$ cat src/rtl/sync_filter_pkg.sv
// ============================================================================
// Module   : sync_filter_pkg
// Brief    : Shared limits and counter-width helper for sync_filter.
// Revision : 1.0 - initial release
// ============================================================================
`default_nettype none

package sync_filter_pkg;

  localparam int MIN_STAGES   = 2;
  localparam int MIN_DEBOUNCE = 1;

  // Width of a counter that must hold values 0..debounce.
  function automatic int cnt_width(input int debounce);
    return (debounce < 1) ? 1 : $clog2(debounce + 1);
  endfunction

endpackage : sync_filter_pkg

`default_nettype wire

$ cat src/rtl/sync_chain.sv
// ============================================================================
// Module   : sync_chain
// Brief    : N-bit multi-flop synchroniser; STAGES flops per bit.
// Revision : 1.0 - initial release
// ============================================================================
`default_nettype none

module sync_chain
  import sync_filter_pkg::*;
#(
  parameter int N      = 1,
  parameter int STAGES = 2
) (
  input  logic         clk,
  input  logic         reset,
  input  logic [N-1:0] d,
  output logic [N-1:0] q
);

  if (STAGES < MIN_STAGES) begin : g_bad_stages
    $error("sync_chain: STAGES must be at least %0d", MIN_STAGES);
  end

  logic [N-1:0] r_chain [STAGES];

  always_ff @(posedge clk) begin
    if (reset) begin
      for (int k = 0; k < STAGES; k++) begin
        r_chain[k] <= '0;
      end
    end else begin
      r_chain[0] <= d;
      for (int k = 1; k < STAGES; k++) begin
        r_chain[k] <= r_chain[k-1];
      end
    end
  end

  assign q = r_chain[STAGES-1];

endmodule : sync_chain

`default_nettype wire

$ cat src/rtl/sync_filter.sv
// ============================================================================
// Module   : sync_filter
// Brief    : Multi-channel synchroniser with optional debounce, edge pulses
//            and sticky acknowledged change flags.
//            Define SYNC_FILTER_DEBOUNCE_EN to include the debounce counters.
// Revision : 1.0 - initial release
// ============================================================================
`default_nettype none

module sync_filter
  import sync_filter_pkg::*;
#(
  parameter int N        = 1,
  parameter int STAGES   = 2,
  parameter int DEBOUNCE = 4
) (
  input  logic         clk,
  input  logic         reset,
  input  logic [N-1:0] indata,
  output logic [N-1:0] outdata,
  output logic [N-1:0] rise,
  output logic [N-1:0] fall,
  output logic [N-1:0] pending,
  input  logic [N-1:0] ack
);

  if (N < 1) begin : g_bad_n
    $error("sync_filter: N must be at least 1");
  end
  if (DEBOUNCE < MIN_DEBOUNCE) begin : g_bad_debounce
    $error("sync_filter: DEBOUNCE must be at least %0d", MIN_DEBOUNCE);
  end

  logic [N-1:0] w_s;

  sync_chain #(
    .N      (N),
    .STAGES (STAGES)
  ) u_chain (
    .clk   (clk),
    .reset (reset),
    .d     (indata),
    .q     (w_s)
  );

  for (genvar i = 0; i < N; i++) begin : g_chan
    logic r_out;
    logic r_rise;
    logic r_fall;
    logic r_pend;
    logic w_accept;

`ifdef SYNC_FILTER_DEBOUNCE_EN
    localparam int CW = cnt_width(DEBOUNCE);
    localparam logic [CW-1:0] c_last = CW'(DEBOUNCE - 1);

    logic [CW-1:0] r_cnt;

    assign w_accept = (w_s[i] != r_out) && (r_cnt == c_last);

    // Any cycle that agrees with the current level discards a partial count.
    always_ff @(posedge clk) begin
      if (reset) begin
        r_cnt <= '0;
      end else if ((w_s[i] == r_out) || w_accept) begin
        r_cnt <= '0;
      end else begin
        r_cnt <= r_cnt + 1'b1;
      end
    end
`else
    assign w_accept = (w_s[i] != r_out);
`endif

    always_ff @(posedge clk) begin
      if (reset) begin
        r_out  <= 1'b0;
        r_rise <= 1'b0;
        r_fall <= 1'b0;
        r_pend <= 1'b0;
      end else begin
        if (w_accept) begin
          r_out <= w_s[i];
        end
        r_rise <= w_accept &  w_s[i];
        r_fall <= w_accept & ~w_s[i];
        // A new edge outranks a simultaneous acknowledge.
        r_pend <= r_rise | r_fall | (r_pend & ~ack[i]);
      end
    end

    assign outdata[i] = r_out;
    assign rise[i]    = r_rise;
    assign fall[i]    = r_fall;
    assign pending[i] = r_pend;
  end

endmodule : sync_filter

`default_nettype wire

$ cat config.mk
export PLATFORM = sky130hd
export DESIGN_NAME = sync_filter
export DESIGN_NICKNAME = d
export VERILOG_FILES = /design/src/rtl/sync_filter_pkg.sv /design/src/rtl/sync_chain.sv /design/src/rtl/sync_filter.sv
export SDC_FILE = /design/constraint.sdc
export NUM_CORES = 1
export LEC_CHECK = 0
export ABC_AREA = 1
export CELL_PAD_IN_SITES_DETAIL_PLACEMENT = 1
export CELL_PAD_IN_SITES_GLOBAL_PLACEMENT = 1
export CORE_AREA = 2 2 39 41
export CTS_CLUSTER_DIAMETER = 50
export DETAILED_ROUTE_END_ITERATION = 12
export DIE_AREA = 0 0 41 43
export PLACE_DENSITY_LB_ADDON = 0.1
export SKIP_LAST_GASP = 1
export SLEW_MARGIN = 5
export SYNTH_ARGS = -nofsm -noshare
export SYNTH_HDL_FRONTEND = slang
export SYNTH_HIERARCHICAL = 1
export SYNTH_SLANG_ARGS = --single-unit
$ cat constraint.sdc
create_clock -name clk -period 1.3 [get_ports clk]
set_clock_uncertainty 0.2 [all_clocks]
set_input_delay 0.26 -clock clk [delete_from_list [all_inputs] [get_ports clk]]
set_output_delay 0.26 -clock clk [all_outputs]
set_load 0.03 [all_outputs]
==> reports/results.tsv, run 1 <==
metric	value	unit
origin of the worst setup path	rise	
Clk Latency, worst-skew pair	0.24	ns
status	finished, final reports clean	
gpl congestion	0.6122	
synthesized area per cell	8.156	sq um
share of cells above drive strength 1	0.2632	
detailed-route via count	185	
Synthesized Nets	33	
effective utilization at floorplan	0.1591	
worst reg-to-reg path cell count	4	
final setup TNS	0	ns
Levels on crit path	1	
maxcap violations	0	
FF-to-FF Start	outdata	
Longest Clk Path Bufs	2	
Port Buffer Count	7	
post-layout min period	1.186	ns
fin. max-slew vios	0	
Clock Sinks	6	
Area growth, synth to finish	50.57	%
Global Route Usage Sum	0.06426	
P per Cell Area	1407	nW/um^2
post-CTS sizing	0	
Pre-antenna DRT Iters	1	
critical path type	reg2out	
CP max stage cell	dfxtp_1	
Synth cell types	7	
CTS tree	done	
Rel. slew slack	0.9217	
delay-heaviest family, CP	flip-flops	
# nets final	46	
vias in the first global route	170	
worst path required time	0.84	ns
hold_ws	0.2063	ns
CTS hold repair buffers	0	
initial antenna violation count	0	
GR Overflow Total	0	
Detail Route Antenna Nets	0	
initial drt markers	0	
WL/cell	7.630	um
most common cell after layout, fill and taps aside	inv_1	
hold depth	2	
Hold Startpoint	u_chain/r_chain[0][0]	
critical path peak fanout	2	
Die Wd	41	um
Mapped Cells	27	
first-pass GRT wire length	634	um
Bufs and invs on worst path	1	
max frequency	0.8430	GHz
Yosys Warn Count	6	
flop-to-flop setup slack	0.14	ns
diode count	0	
class of the worst hold path	reg2reg	
Top-Level Pins	8	
largest net degree at the start of global routing	5	
mux cell area share after synthesis	0	
Clock transition at path regs	0.05	ns
detail-routed via count per cell	3.426	
Fin. Hold Viols	0	
die height	43	um
Simple-Gate Fraction of Synth Area	0.1818	
reg-to-reg endpoint	outdata	
full die area	1763	sq um
post-detailed-route DRC marker count	0	
CP Cell Sequence	buf_4	
Yosys reg bits	6	
Endpoint, Worst Hold	u_chain/r_chain[0][1]	
Placeable Area	1384	sq um
dpl ws	0.01857	ns
Root Driver	clkbuf_4	
Power, Total	466.4	uW
Crit path largest cell delay	0.33	ns
buffer count from post-CTS setup fixing	0	
adder-cell share of the synthesized area	0.1136	
worst vdd ir	396.5	uV
Post-Route WL	412	um
Post-Synth XOR/XNOR Area	0	
Worst EP arrival	0.73	ns
Worst Setup Slack, final	0.1137	ns
P_leak	0.0001641	uW
Seq/Total Area, Yosys	0.5455	
largest family of logic cells by synthesized area	simple AND/OR/NAND/NOR gates	
crit share post-route	0.9125	
CP endpoint kind	primary output	
synthesized cell area	220.2	sq um
H-tree levels	1	
commonest cells after routing, fill and taps aside	inv_1 (8), nor2_1 (6), dfxtp_1 (5), buf_4 (5)	
Worst Tran Pin Value	0.1171	ns
startpoint types	flip-flop	
CTS Buf Count	3	
setup violators final	0	
unrepaired setup endpoints after global routing	no	
cell row count	14	
Compound-Gate Fraction of Synth Area	0.02273	
Detail Placement HPWL	342.6	um
==> stage by stage <==
step	instance area, sq um	utilization	instances
after floorplan	221.5	-	27
after global placement	309.0	0.2233	51
after detailed placement	309.0	0.2233	51
after CTS	331.6	0.2396	54
after global routing	331.6	0.2396	54
final	331.6	0.2396	54
==> final cells by class <==
class	count	area [sq um]
Multi-Input combinational cell	13	70.07
Timing Repair Buffer	8	67.56
Inverter	8	30.03
Fill cell	178	1052
Tap cell	16	20.02
Clock buffer	3	22.52
Sequential cell	6	121.4
==> flip-flops by register name, indices dropped and copies added (netlist names) <==
register / flops
outdata: 1
rise: 1
pending: 1
fall: 1
u_chain/r_chain: 2
==> synth_stat cells <==
cell type  instances  area share
inv_1              8        0.14
dfxtp_1            6        0.55
nor2_2             1       0.028
nand2_1            3       0.051
nor2_1             6        0.10
a21oi_1            1       0.023
ha_1               2        0.11
==> power by group <==
| part | switching, uW | internal, uW | leakage [uW] |
|---|---|---|---|
| registers | 8.26 | 200 | 0.0000496 |
| logic | 51.5 | 38.7 | 0.000101 |
| clock network | 63.5 | 104 | 0.0000138 |
==> worst max path at each step <==
stage	slack (ns)	to
final	0.11	rise
after global routing	0.07	outdata
after CTS	0.10	rise
after detailed placement	0.02	pending
after global placement	0.03	u_chain/r_chain[0][1]
after floorplan	0.05	outdata
==> cell families (layout without fill, tap and decap cells) <==
group	Yosys count	count (layout)
and+or+nand+nor	10	10
buffers and inverters	8	19
DFF	6	6
adders and majority gates	2	2
AOI/OAI and AO/OA	1	1
==> routing by layer <==
| layer | track usage | routed length, um | up-vias |
|---|---|---|---|
| li1 | - | - | 98 |
| met1 | 0.05466 | 160 | 78 |
| met2 | 0.08125 | 197 | 7 |
| met3 | 0.04712 | 46 | 2 |
| met4 | 0.08000 | 8 | 0 |
| met5 | 0 | 0 | - |
Note: power is estimated with default switching activity, not from simulation.
==> run 2, diff against run 1 <==
- TNS_END_PERCENT: default -> 50
==> results of run 2 <==
No change in the layout: final DEF, timing and power equal those of run 1.
